==> src/rtl/multicycle_maindec.sv <==
// Multi-cycle LEGv8 main decoder: an FSM steps each instruction through FETCH/DECODE/EXEC/MEM/WB (3-5 cycles).
// Memory backpressure via mem_ready stalls FETCH/MEM; a bounded wait or an illegal opcode parks it in a sticky FAULT.
module multicycle_maindec #(
   parameter int OP_W    = 11,
   parameter int TIMEOUT = 8,
   parameter int CNT_W   = 8
) (
   input  logic             clk,
   input  logic             reset,
   input  logic [OP_W-1:0]  Op,
   input  logic             mem_ready,
   output logic             mem_req,
   output logic             IRWrite,
   output logic             PCWrite,
   output logic             Reg2Loc,
   output logic             ALUSrc,
   output logic             MemtoReg,
   output logic [1:0]       ALUOp,
   output logic             RegWrite,
   output logic             MemRead,
   output logic             MemWrite,
   output logic             Branch,
   output logic             instr_done,
   output logic             fault,
   output logic [1:0]       fault_code,
   output logic [CNT_W-1:0] retired
);

   typedef enum logic [2:0] {
      S_IDLE, S_FETCH, S_DECODE, S_EXEC, S_MEM, S_WB, S_FAULT
   } state_t;

   typedef struct packed {
      logic       reg2loc;
      logic       alu_src;
      logic       mem_to_reg;
      logic       reg_write;
      logic       mem_read;
      logic       mem_write;
      logic       branch;
      logic [1:0] alu_op;
   } dec_t;

   localparam int WC_W = (TIMEOUT < 2) ? 1 : $clog2(TIMEOUT);

   state_t          state;
   dec_t            lat;
   dec_t            dec;
   logic            legal;
   logic [10:0]     opc;
   logic [WC_W-1:0] wait_cnt;
   logic            wait_last;

   assign opc = Op[OP_W-1:OP_W-11];

   always_comb begin
      dec   = '0;
      legal = 1'b1;
      casez (opc)
         11'b111_1100_0010: dec = 9'b0_1_1_1_1_0_0_00;
         11'b111_1100_0000: dec = 9'b1_1_0_0_0_1_0_00;
         11'b101_1010_0???: dec = 9'b1_0_0_0_0_0_1_01;
         11'b100_0101_1000,
         11'b110_0101_1000,
         11'b100_0101_0000,
         11'b101_0101_0000: dec = 9'b0_0_0_1_0_0_0_10;
         default:           legal = 1'b0;
      endcase
   end

   // wait_cnt counts the low cycles already seen, so the TIMEOUT-th low cycle is the one at TIMEOUT-1
   assign wait_last = (TIMEOUT != 0) && (wait_cnt == WC_W'(TIMEOUT - 1));

   always_ff @(posedge clk) begin
      if (reset) begin
         state      <= S_IDLE;
         lat        <= '0;
         retired    <= '0;
         fault      <= 1'b0;
         fault_code <= 2'b00;
         wait_cnt   <= '0;
      end else begin
         if (instr_done)
            retired <= retired + 1'b1;
         case (state)
            S_IDLE: begin
               state    <= S_FETCH;
               wait_cnt <= '0;
            end
            S_FETCH: begin
               if (mem_ready) begin
                  state <= S_DECODE;
               end else if (wait_last) begin
                  state      <= S_FAULT;
                  fault      <= 1'b1;
                  fault_code <= 2'b10;
               end else begin
                  wait_cnt <= wait_cnt + 1'b1;
               end
            end
            S_DECODE: begin
               lat <= legal ? dec : '0;
               if (legal) begin
                  state <= S_EXEC;
               end else begin
                  state      <= S_FAULT;
                  fault      <= 1'b1;
                  fault_code <= 2'b01;
               end
            end
            S_EXEC: begin
               wait_cnt <= '0;
               if (lat.branch)
                  state <= S_FETCH;
               else if (lat.mem_read || lat.mem_write)
                  state <= S_MEM;
               else
                  state <= S_WB;
            end
            S_MEM: begin
               if (mem_ready) begin
                  state    <= lat.mem_read ? S_WB : S_FETCH;
                  wait_cnt <= '0;
               end else if (wait_last) begin
                  state      <= S_FAULT;
                  fault      <= 1'b1;
                  fault_code <= 2'b11;
               end else begin
                  wait_cnt <= wait_cnt + 1'b1;
               end
            end
            S_WB: begin
               state    <= S_FETCH;
               wait_cnt <= '0;
            end
            S_FAULT: state <= S_FAULT;
            default: state <= S_IDLE;
         endcase
      end
   end

   assign mem_req    = (state == S_FETCH) || (state == S_MEM);
   assign IRWrite    = (state == S_FETCH) && mem_ready;
   assign PCWrite    = IRWrite;
   assign Reg2Loc    = lat.reg2loc;
   assign ALUSrc     = lat.alu_src;
   assign MemtoReg   = lat.mem_to_reg;
   assign ALUOp      = lat.alu_op;
   assign RegWrite   = (state == S_WB) && lat.reg_write;
   assign MemRead    = (state == S_MEM) && lat.mem_read;
   assign MemWrite   = (state == S_MEM) && lat.mem_write;
   assign Branch     = (state == S_EXEC) && lat.branch;
   assign instr_done = ((state == S_EXEC) && lat.branch)
                     || ((state == S_MEM) && mem_ready && !lat.mem_read)
                     || (state == S_WB);

endmodule

==> config.mk <==
export PLATFORM = sky130hd
export DESIGN_NAME = multicycle_maindec
export DESIGN_NICKNAME = d
export VERILOG_FILES = /design/src/rtl/multicycle_maindec.sv
export SDC_FILE = /design/constraint.sdc
export NUM_CORES = 1
export LEC_CHECK = 0
export ABC_AREA = 1
export CELL_PAD_IN_SITES_DETAIL_PLACEMENT = 1
export CELL_PAD_IN_SITES_GLOBAL_PLACEMENT = 1
export CORE_UTILIZATION = 30
export DETAILED_ROUTE_END_ITERATION = 8
export PLACE_DENSITY = 0.79
export SETUP_SLACK_MARGIN = 0.15
export SYNTH_ARGS = -nofsm -noshare
export SYNTH_HDL_FRONTEND = slang
export SYNTH_SLANG_ARGS = --single-unit
==> constraint.sdc <==
create_clock -name clk -period 1.6 [get_ports clk]
set_clock_uncertainty 0.05 [all_clocks]
set_input_delay 0.24 -clock clk [delete_from_list [all_inputs] [get_ports clk]]
set_output_delay 0.24 -clock clk [all_outputs]
set_load 0.005 [all_outputs]
==> metrics.cfg <==
[status]
status = finished with violations
violations = negative setup slack

[clock_tree]
numClockSinks = 24
cts_buffers = 3
clkTransAtPathRegs_ps = 100
cts_tree = yes
hold_buffers = 0
clk-insertion-delay-late_ps = 290
cts_root_buffer = clkbuf_8
htree_levels = 1
clk_path_buf_depth = 2

[worst_setup_path]
rr_worst_depth = 10
cp-end-kind = flip-flop
reg2reg_setup_slack_ps = -230
critPathMaxFanout = 5
worstReg2RegStart = state[1]$_SDFF_PP0_
critPathRequiredTime_ps = 1740
timing.rr.end = fault_code[1]$_SDFFE_PP0P_
worstSetupStartpointType = flip-flop
crit_start = state[1]$_SDFF_PP0_
crit_path_end = fault_code[1]$_SDFFE_PP0P_
worst_ep_arrival_time_ps = 1970
crit_type = reg2reg

[logic_synthesis]
synth-edff-count = 0
synthDistinctLibCells = 32
synth_area_leaders = dfxtp_1 36%, nand2_1 10%, nor2_1 7.3%
ys_ff_latch = 24
yosysSeqAreaShare = 0.360
yosys_warnings = 0
synth_fp_nets = 209
synth_top_area_share = 0.360
async_reset_ff_frac = 0
netlist_area_um2 = 1340
ys.flop_type = dfxtp_1
syn_inst = 193
avgSynthCellArea_um2 = 6.92
yosysTopAreaCell = dfxtp_1
synth_top_cells_by_count = 37 x nand2_1, 26 x nor2_1, 24 x dfxtp_1
synth_most_common_cell = nand2_1

[sta]
fmax_mhz = 547
grt_setup_unrepaired = true
finalHoldViolCount = 0
fin_setup_tns_ps = -1290
finalSetupViolations = 23
fin_crit_sh = 1.14
finalMaxSlewViolations = 0
min_period_ps = 1830
setup_ws_ps = -229
tightest_slew_ps = 352
relSlewSlack = 0.765

[final_layout]
layout-drive-gt1-share = 0.505
n_fill_cell = 464
area_growth_pct = 108
fin_nets = 312
insertedDiodeCount = 0
stdcell_count = 345

[place]
dp.cells = 307
gp_congestion = 0.866
dp_hpwl_mm = 3.12
port_buffers = 37

[route]
dr_total_vias = 1907
drt-total-wl_mm = 8.07
drc_errors = 0
antenna_left = 0
via_per_inst = 5.53
wl_per_cell_um = 23.4
dr.pass1.iters = 5
first_iter_violations = 157

[grt]
grt.total_usage = 0.273
grtUsageMet2 = 0.455
grt_pass1_vias = 1814
grt_use_met1 = 0.305
grt_first_pass_wirelength_mm = 9.06
met3_usage = 0.0493
antenna_found_initial = 0
grt-busiest-layer = met2
grt_overflow = 0
grt_start_max_net_pins = 15

[job]
cap_violations = 0

[die]
start_util = 0.322
die_h_um = 68.7
rows = 23
core_area_um2 = 4140
dieArea_um2 = 4720
die_width_um = 68.7
ios = 38

[min_path]
hold_depth = 1
hold_class = reg2reg
hold_start = retired[0]$_SDFFE_PP0P_

[pwr]
ir_drop_uv = 832
leakage_nw = 1.38
power.density_nw_per_um2 = 1140

-- per-stage QoR --
step                      hold slack, ps   util  setup WS (ps)  total power, mW  instance area (um^2)
after global placement               386  0.479           -190             1.58                  1980
after floorplan                      259      -            220             1.15                  1340
after global routing                 427  0.669           -276             3.24                  2770
after CTS                            403  0.591          -19.1             2.60                  2450
final                                417  0.669           -229             3.16                  2770
after detailed placement             393  0.479           -221             1.61                  1980
-- timing repair --
action / 4_1_cts / 5_1_grt
pin swaps: 29 / 27
endpoints found under the hold margin: 0 / 0
setup endpoints to repair: 27 / 46
cloned: 0 / 0
resized for setup: 121 / 56
setup buffers: 20 / 14
-- sequential cells by signal, indices dropped and copies added (netlist names) --
signal and cells:
ALUSrc 1, retired 8, Reg2Loc 1, state 3, lat 2, wait_cnt 3, ALUOp 2, fault 1
fault_code 2, MemtoReg 1
-- cells in the final DEF (no fill, tap or decap), types with 3 or more instances in the layout --
cell type        count
a21oi_1             12
a21oi_2              5
buf_12               3
buf_2                4
buf_4               39
buf_6               27
clkbuf_8             3
clkdlybuf4s50_1     17
dfxtp_1              8
dfxtp_2              7
dfxtp_4              9
dlymetal6s2s_1      10
inv_1               19
inv_2                5
nand2_1             28
nand2_2              3
nand2_4              7
nand3_1              7
nand3_4              5
nand4_1              7
nor2_1              18
nor2_2               3
nor2_4               7
nor3_1               3
o21ai_2              7
o21ai_4              3
-- routing by layer --
metal  part of all wire  vias to the layer above
li1                   -                      847
met3              0.057                       31
met2               0.47                       89
met5                  0                        -
met1               0.43                      940
met4              0.043                        0
-- worst min path at each step --
stage / end
floorplan: Reg2Loc$_SDFFE_PP0N_
global placement: fault_code[0]$_SDFFE_PP0P_
detailed placement: fault$_SDFFE_PP0P_
CTS: fault$_SDFFE_PP0P_
global route: retired[0]$_SDFFE_PP0P_
finish: retired[0]$_SDFFE_PP0P_
-- final cells by class --
cell class | instances | area (um^2) | share of cell area
multi-input combinational | 137 | 993 | 0.358
inverter | 27 | 116 | 0.0420
sequential | 24 | 523 | 0.189
tap | 50 | 62.6 | 0.0226
clock buffer | 3 | 41.3 | 0.0149
clock inverter | 1 | 30.0 | 0.0108
timing repair buffer | 103 | 1000 | 0.363
-- power by group --
| group | leakage (nW) | internal, mW | switching, mW |
|---|---|---|---|
| Combinational | 1.14 | 0.887 | 0.905 |
| Clock | 0.0357 | 0.336 | 0.236 |
| Sequential | 0.205 | 0.686 | 0.107 |
-- cell families (layout without fill, tap and decap cells) --
family	Yosys count	after routing	share of synthesized area
adder cells (fa/ha/maj)	2	2	0.0187
buffers and inverters	32	134	0.104
flip-flops	24	24	0.360
XOR/XNOR	3	3	0.0197
AND/OR/NAND/NOR	96	96	0.349
AO/OA/AOI/OAI	36	36	0.149
-- critical path: stages (launching register included) --
cell	delay [ps]
dfxtp_4	400
inv_6	50
buf_6	120
buf_6	110
buf_6	120
nor3_4	230
buf_12	160
nand2_4	80
nand2_2	110
nand2_1	80
a21oi_1	210
No activity file was read; power rests on OpenSTA's default activity.
